<file path="src/rtl/in_port_arb.sv">
// in_port_arb: round-robin arbiter and read sequencer for the shared input port register bank
module in_port_arb #(
  parameter int DATA_W = 8,
  parameter int ADDR_W = 2
) (
  input  logic                clk,
  input  logic                rst_n,
  input  logic [3:0]          req,
  input  logic [4*ADDR_W-1:0] req_addr,
  input  logic [DATA_W-1:0]   port_data,
  output logic [ADDR_W-1:0]   port_sel,
  output logic                port_en,
  output logic [3:0]          gnt,
  output logic                busy,
  output logic                rd_valid,
  output logic [DATA_W-1:0]   rd_data,
  output logic [1:0]          rd_id
);
  typedef enum logic [1:0] {IDLE, SEL, CAP} state_t;
  state_t state, state_n;
  logic [1:0] ptr, ptr_n, w, idx, id_n;
  logic hit, en_n, vld_n;
  logic [3:0] elig, gnt_n;
  logic [ADDR_W-1:0] sel_n;
  logic [DATA_W-1:0] data_n;
  assign busy = state != IDLE;
  assign elig = req & ~(rd_valid ? 4'b0001 << rd_id : 4'b0000);
  always_comb begin
    w = ptr;
    hit = 1'b0;
    idx = ptr;
    for (int k = 3; k >= 0; k--) begin
      idx = ptr + 2'(k);
      if (elig[idx]) begin
        w = idx;
        hit = 1'b1;
      end
    end
  end
  always_comb begin
    state_n = state;
    ptr_n = ptr;
    gnt_n = gnt;
    sel_n = port_sel;
    en_n = port_en;
    vld_n = 1'b0;
    data_n = rd_data;
    id_n = rd_id;
    case (state)
      IDLE: if (hit) begin
        state_n = SEL;
        ptr_n = w + 2'd1;
        gnt_n = 4'b0001 << w;
        sel_n = req_addr[w*ADDR_W +: ADDR_W];
        en_n = 1'b1;
      end
      SEL: state_n = CAP;
      CAP: begin
        state_n = IDLE;
        gnt_n = 4'b0000;
        sel_n = '0;
        en_n = 1'b0;
        vld_n = 1'b1;
        data_n = port_data;
        id_n = ptr - 2'd1;
      end
      default: state_n = IDLE;
    endcase
  end
  always_ff @(posedge clk or negedge rst_n) begin
    if (!rst_n) begin
      state <= IDLE;
      ptr <= 2'd0;
      gnt <= 4'b0000;
      port_sel <= '0;
      port_en <= 1'b0;
      rd_valid <= 1'b0;
      rd_data <= '0;
      rd_id <= 2'd0;
    end else begin
      state <= state_n;
      ptr <= ptr_n;
      gnt <= gnt_n;
      port_sel <= sel_n;
      port_en <= en_n;
      rd_valid <= vld_n;
      rd_data <= data_n;
      rd_id <= id_n;
    end
  end
endmodule

</file>
<file path="config.mk">
export PLATFORM = sky130hd
export DESIGN_NAME = in_port_arb
export DESIGN_NICKNAME = d
export VERILOG_FILES = /design/src/rtl/in_port_arb.sv
export SDC_FILE = /design/constraint.sdc
export NUM_CORES = 1
export LEC_CHECK = 0
export ABC_AREA = 0
export CORE_MARGIN = 1
export CORE_UTILIZATION = 37
export DETAILED_ROUTE_END_ITERATION = 6
export PLACE_DENSITY = 0.74
export SYNTH_ARGS = -nofsm -noshare
export SYNTH_HDL_FRONTEND = slang
export SYNTH_SLANG_ARGS = --single-unit
</file>
<file path="constraint.sdc">
create_clock -name clk -period 2.4 [get_ports clk]
set_input_delay 0.36 -clock clk [delete_from_list [all_inputs] [get_ports clk]]
set_output_delay 0.36 -clock clk [all_outputs]
set_load 0.01 [all_outputs]
</file>
==> flow_summary.json, run 1 <==
{
  "status": "completed",
  "grt_pass1_vias": 1056,
  "fp.coreArea_mm2": 0.00305,
  "postCtsSetupBuffers": 0,
  "r2r_setup_slack_ns": 0.36,
  "fin_area_mm2": 0.00170,
  "ys_seq_area_share_pct": 46.4,
  "grt_max_degree": 23,
  "cts_hold_buffers": 0,
  "clk_latency_ns": 0.29,
  "finalSetupViolCount": 0,
  "wl_per_cell_um": 12.3,
  "clk_pin_slew_ns": 0.11,
  "hpwl_mm": 1.94,
  "reg2regPathDepth": 8,
  "h-tree-depth": 1,
  "cts_root_buffer": "clkbuf_4",
  "synth-simple-area-share_pct": 18.4,
  "synth_fa_ha_area_share_pct": 4.22,
  "fin_cells": 210,
  "first_pass_iters": 4,
  "hold_violations": 0,
  "area_growth_pct": 43.2,
  "cts_max_path_buffers": 2,
  "die_y_um": 58.6,
  "synth_top_family_by_area": "simple AND/OR/NAND/NOR gates",
  "slew_violations": 0,
  "cts_sinks": 22,
  "diodes": 0,
  "placed_cell_area_mm2": 0.00168,
  "synthMuxAreaShare_pct": 11.8,
  "crit_path_end_kind": "register",
  "leakage_uw": 0.000746,
  "cts_resized": 0,
  "drive_above_1_share_pct": 13.9,
  "totalWireLength_mm": 2.59,
  "initial_core_util_pct": 38.9,
  "worst_hold_slack_ns": 0.397,
  "worst_r2r_endpoint": "port_sel[1]$_DFFE_PN0P_",
  "vias": 1038,
  "fin_nets": 194,
  "r2r_start": "rd_id[0]$_DFFE_PN0P_",
  "cts_tree": "yes",
  "power.density_mw_per_mm2": 1170,
  "drcViolationCount": 0,
  "fin_skew_ns": 0.00867,
  "arrival_ns": 2.24,
  "synth_xor_area_share_pct": 0,
  "synth-compound-area-share_pct": 14.6,
  "finish.utilization_pct": 55.7,
  "crit_required_ns": 2.57,
  "cts_buffers": 3,
  "syn-cell-area_mm2": 0.00119,
  "grtUsageTotal_pct": 16.6,
  "grt_pass1_wl_mm": 4.52,
  "syn_area_per_cell_um2": 9.88,
  "die_x_um": 58.6,
  "final_cell_mix": "clkdlybuf4s50_1 (40), dfrtp_1 (22), nand2_1 (15), o21ai_0 (12), inv_1 (10)",
  "synth_warnings": 0,
  "rows": 20,
  "slew_headroom_pct": 47.5,
  "postRouteAntennaNets": 0,
  "max_cap_viol_count": 0,
  "dr.first_iter.drc_count": 44,
  "ys_types": 32,
  "rsz0062_at_grt": "no",
  "min_path_type": "in2async",
  "viasPerCell": 4.94,
  "ys_ff_latch": 22,
  "boundaryPins": 41,
  "nFillCells": 302,
  "tns_ns": 0,
  "cp_max_fo": 7,
  "syn_nets": 146,
  "dieArea_mm2": 0.00344,
  "path_class": "in2reg",
  "tightest_slew_ns": 0.788,
  "period_share_pct": 86.0,
  "crit_start": "req[1]",
  "synthCells": 120,
  "final_common_cell": "clkdlybuf4s50_1",
  "antenna_found_initial": 0,
  "maxClockFrequency_ghz": 0.485,
  "dp.cells": 207,
  "globalRouteOverflowTotal": 0,
  "worst_ir_drop_vdd_uv": 707,
  "portBuffers": 40,
  "finalCriticalPeriod_ns": 2.06,
  "gp_congestion": 0.875,
  "start_kind": "input port"
}
[registers in the layout (all words and copies together) (netlist names)]
name / count
rd_data: 8
gnt: 4
port_sel: 2
ptr: 2
rd_id: 2
state: 2
port_en: 1
rd_valid: 1
[logic make-up (layout without fill, tap and decap cells)]
group | after synthesis | after routing
adder cells (fa/ha/maj) | 4 | 4
multiplexers | 13 | 13
AND/OR/NAND/NOR | 39 | 39
flip-flops | 22 | 22
buffers and inverters | 14 | 60
AO/OA/AOI/OAI | 28 | 28
[power breakdown]
part           leakage, µW  internal (µW)  switching (µW)
clock            0.0000138           58.3            98.6
sequential        0.000268            546             158
combinational     0.000464            624             505
total             0.000746           1230             762
[cell type report]
class / instances / area (µm²) / area share (%)
multi-input combinational: 84 / 581 / 34.2
sequential: 22 / 551 / 32.4
timing repair buffer: 47 / 453 / 26.7
tap: 44 / 55.1 / 3.24
inverter: 10 / 37.5 / 2.21
clock buffer: 3 / 22.5 / 1.33
[layer usage]
| metal | vias to the layer above | track usage [%] | share of wire, % |
|---|---|---|---|
| met5 | - | 0 | 0 |
| li1 | 512 | - | - |
| met2 | 31 | 29.9 | 49 |
| met3 | 2 | 2.86 | 5.3 |
| met4 | 0 | 4.76 | 0.23 |
| met1 | 493 | 20.4 | 45 |
[worst max-delay path by stage]
| stage | end | slack (ns) | cells after the start |
|---|---|---|---|
| floorplan | gnt[0]$_DFFE_PN0P_ | 0.44 | 9 |
| global placement | port_sel[0]$_DFFE_PN0P_ | 0.13 | 9 |
| detailed placement | port_sel[1]$_DFFE_PN0P_ | 0.007 | 9 |
| CTS | port_sel[1]$_DFFE_PN0P_ | 0.33 | 8 |
| global route | port_sel[1]$_DFFE_PN0P_ | 0.17 | 8 |
| finish | port_sel[1]$_DFFE_PN0P_ | 0.34 | 9 |
[critical path, cell delays in order]
cell	delay, ns
clkdlybuf4s50_1	0.59
nand2b_1	0.10
o21ai_0	0.09
a211oi_1	0.09
o211a_1	0.27
nor3_4	0.21
buf_4	0.19
mux2i_1	0.19
o221ai_1	0.14
[Yosys cell counts (all sizes together)]
master,count,area [µm²]
nand3b,1,7.51
o221ai,2,17.5
a21oi,5,25.0
and3,1,7.51
or2,1,6.26
a211oi,1,7.51
nand2,15,56.3
nand2b,4,32.5
a31oi,1,6.26
nor3b,1,7.51
o21ai,12,60.1
mux2i,5,50.1
clkbuf,2,7.51
nor2b,3,18.8
o2bb2ai,1,8.76
inv,10,37.5
o211ai,1,7.51
nor3,2,26.3
nor2,3,11.3
nand4b,1,8.76
o2111ai,1,8.76
nand3,7,35.0
o211a,1,10.0
mux2,8,90.1
ha,4,50.1
o21bai,1,7.51
buf,2,10.0
o21a,1,7.51
dfrtp,22,551
o22ai,1,6.26
[through the flow]
stage | setup WS [ns] | total power, µW
after floorplan | 0.441 | 1320
after global placement | 0.127 | 1810
after detailed placement | 0.00726 | 1850
after CTS | 0.327 | 2020
after global routing | 0.168 | 2160
final | 0.337 | 1990
(Power assumes the default switching activity.)
==> run 2: changes to the inputs <==
--- a/config.mk
+++ b/config.mk
@@ -9,7 +9,8 @@
 export CORE_MARGIN = 1
 export CORE_UTILIZATION = 37
 export DETAILED_ROUTE_END_ITERATION = 6
-export PLACE_DENSITY = 0.74
+export PLACE_DENSITY = 0.68
+export SETUP_SLACK_MARGIN = 0.2
 export SYNTH_ARGS = -nofsm -noshare
 export SYNTH_HDL_FRONTEND = slang
 export SYNTH_SLANG_ARGS = --single-unit
==> run 2 against run 1 <==
  * Highest routed layer unchanged
  * Register-to-register slack worse by 0.06 ns
  * Design area is 6.5% higher
  * Core utilization is 3.6 points higher
  * Sequential share of layout area is 1.8 points lower
  * Critical endpoint unchanged
  * Routed wire length is 11% higher
  * Via count is 6.3% higher
  * Largest cell class unchanged
  * Critical path type is now reg2reg
==> flow_summary.json, run 2 (same netlist as run 1, synthesis figures left out) <==
{
  "nFillCells": 290,
  "cp_max_fo": 5,
  "slowest_delay_ns": 0.45,
  "gp_congestion": 0.794,
  "register_area_um2": 554,
  "period_share_pct": 87.3,
  "crit_required_ns": 2.58,
  "clk_latency_ns": 0.31,
  "tns_ns": 0,
  "crit_path_end_kind": "register",
  "fp.coreArea_mm2": 0.00305,
  "hold_violations": 0,
  "fin_ws_ns": 0.305,
  "placed_cell_area_mm2": 0.00167,
  "finalCriticalPeriod_ns": 2.10,
  "vias": 1103,
  "place_ws_ns": -0.0374,
  "top_regs": "rd_data x8, gnt x4",
  "boundaryPins": 41,
  "die_x_um": 58.6,
  "grt_max_degree": 23,
  "finalSetupViolCount": 0,
  "h-tree-depth": 1,
  "totalWireLength_mm": 2.89,
  "cts_sinks": 22,
  "multi_input_area_um2": 584,
  "hpwl_mm": 2.10,
  "start_kind": "register",
  "status": "completed",
  "fin_area_mm2": 0.00181,
  "tightest_slew_ns": 0.789,
  "final_cell_mix": "clkdlybuf4s50_1 (38), dfrtp_1 (19), buf_4 (16), nand2_1 (15), o21ai_0 (12)",
  "drive_above_1_share_pct": 21.9,
  "regMostFlops": "rd_data",
  "cts_max_path_buffers": 2,
  "postRouteAntennaNets": 0,
  "die_y_um": 58.6,
  "maxClockFrequency_ghz": 0.477,
  "max_cap_viol_count": 0,
  "diodes": 0,
  "grtUsageTotal_pct": 18.1,
  "power_uw": 2200,
  "path_class": "reg2reg",
  "globalRouteOverflowTotal": 0,
  "dr.first_iter.drc_count": 31,
  "arrival_ns": 2.27,
  "clk_pin_slew_ns": 0.12,
  "dieArea_mm2": 0.00344,
  "initial_core_util_pct": 38.9,
  "grt_pass1_wl_mm": 4.70,
  "leakage_uw": 0.000822,
  "portBuffers": 40,
  "cp_cell_sequence": "nand2b_4 > nor3_2 > a211oi_1 > o211a_1 > nor3_4 > buf_6 > mux2i_2 > o221ai_1",
  "fin_skew_ns": 0.00299,
  "antenna_found_initial": 0,
  "min_path_type": "in2async",
  "final_common_cell": "clkdlybuf4s50_1",
  "rsz0062_at_grt": "no",
  "slew_headroom_pct": 47.4,
  "cts_hold_buffers": 0,
  "finish.utilization_pct": 59.3,
  "area_growth_pct": 52.5,
  "worst_ir_drop_vdd_uv": 636,
  "slew_violations": 0,
  "cts_buffers": 3,
  "drcViolationCount": 0,
  "largest_reg_flops": 8,
  "first_pass_iters": 4,
  "cp_slowest_cell": "dfrtp_2",
  "cts_root_buffer": "clkbuf_4",
  "path_buf_inv": 1,
  "crit_family": "simple AND/OR/NAND/NOR gates",
  "power.density_mw_per_mm2": 1210,
  "cts_tree": "yes",
  "viasPerCell": 4.97,
  "fin_nets": 205,
  "rows": 20,
  "wl_per_cell_um": 13.0,
  "grt_pass1_vias": 1079
}
==> run 2: worst paths after layout <==
kind                       slack, ns  cells past startpoint            startpoint                       to
min in group clk                0.46                      1  state[1]$_DFFE_PN0P_     state[1]$_DFFE_PN0P_
max in group asynchronous       1.79                      2                 rst_n     rd_id[1]$_DFFE_PN0P_
min                             0.38                      2                 rst_n   rd_data[2]$_DFFE_PN0P_
min reg2reg                     0.46                      1  state[1]$_DFFE_PN0P_     state[1]$_DFFE_PN0P_
max reg2reg                     0.30                      8  rd_id[1]$_DFFE_PN0P_  port_sel[1]$_DFFE_PN0P_
max                             0.30                      8  rd_id[1]$_DFFE_PN0P_  port_sel[1]$_DFFE_PN0P_
==> run 2: final cells by class <==
type                            count  area share [%]
Multi-Input combinational cell     84            32.3
Clock buffer                        4            2.01
Tap cell                           44            3.04
Inverter                           10            2.07
Sequential cell                    22            30.6
Timing Repair Buffer               58            29.9
==> run 2: worst reg2reg max path, stage by stage, from the launching register on <==
cell and delay, ns:
dfrtp_2 0.45, nand2b_4 0.17, nor3_2 0.22, a211oi_1 0.09
o211a_1 0.27, nor3_4 0.23, buf_6 0.16, mux2i_2 0.22
o221ai_1 0.15
==> run 2: timing repair <==
| item | 4_1_cts | 5_1_grt |
|---|---|---|
| buffers inserted | 0 | 12 |
| resized for setup | 0 | 7 |
| endpoints found under the setup margin | 0 | 8 |
==> run 2: layer usage <==
metal / routed length (µm) / vias up / global-route usage, %
li1: - / 534 / -
met1: 1240 / 525 / 21.5
met2: 1440 / 40 / 32.0
met3: 181 / 4 / 4.40
met4: 24 / 0 / 6.12
met5: 0 / - / 0
==> run 2: power by group <==
part,leakage (µW),switching (µW),internal (µW)
registers,0.000265,140,551
clock network,0.0000210,109,92.8
logic,0.000537,565,739
total,0.000822,814,1380
==> run 2: stage by stage <==
stage               hold WS (ns)  std cells
floorplan                 0.0644        120
global placement           0.432        206
detailed placement         0.444        206
CTS                        0.375        210
global route               0.381        222
finish                     0.377        222
==> run 3: changes to the inputs <==
--- a/config.mk
+++ b/config.mk
@@ -9,6 +9,7 @@
 export CORE_MARGIN = 1
 export CORE_UTILIZATION = 37
 export DETAILED_ROUTE_END_ITERATION = 6
+export HOLD_SLACK_MARGIN = 0.1
 export PLACE_DENSITY = 0.68
 export SETUP_SLACK_MARGIN = 0.2
 export SYNTH_ARGS = -nofsm -noshare
==> results of run 3 <==
The final DEF is identical to that of run 2; final timing and power are the same.
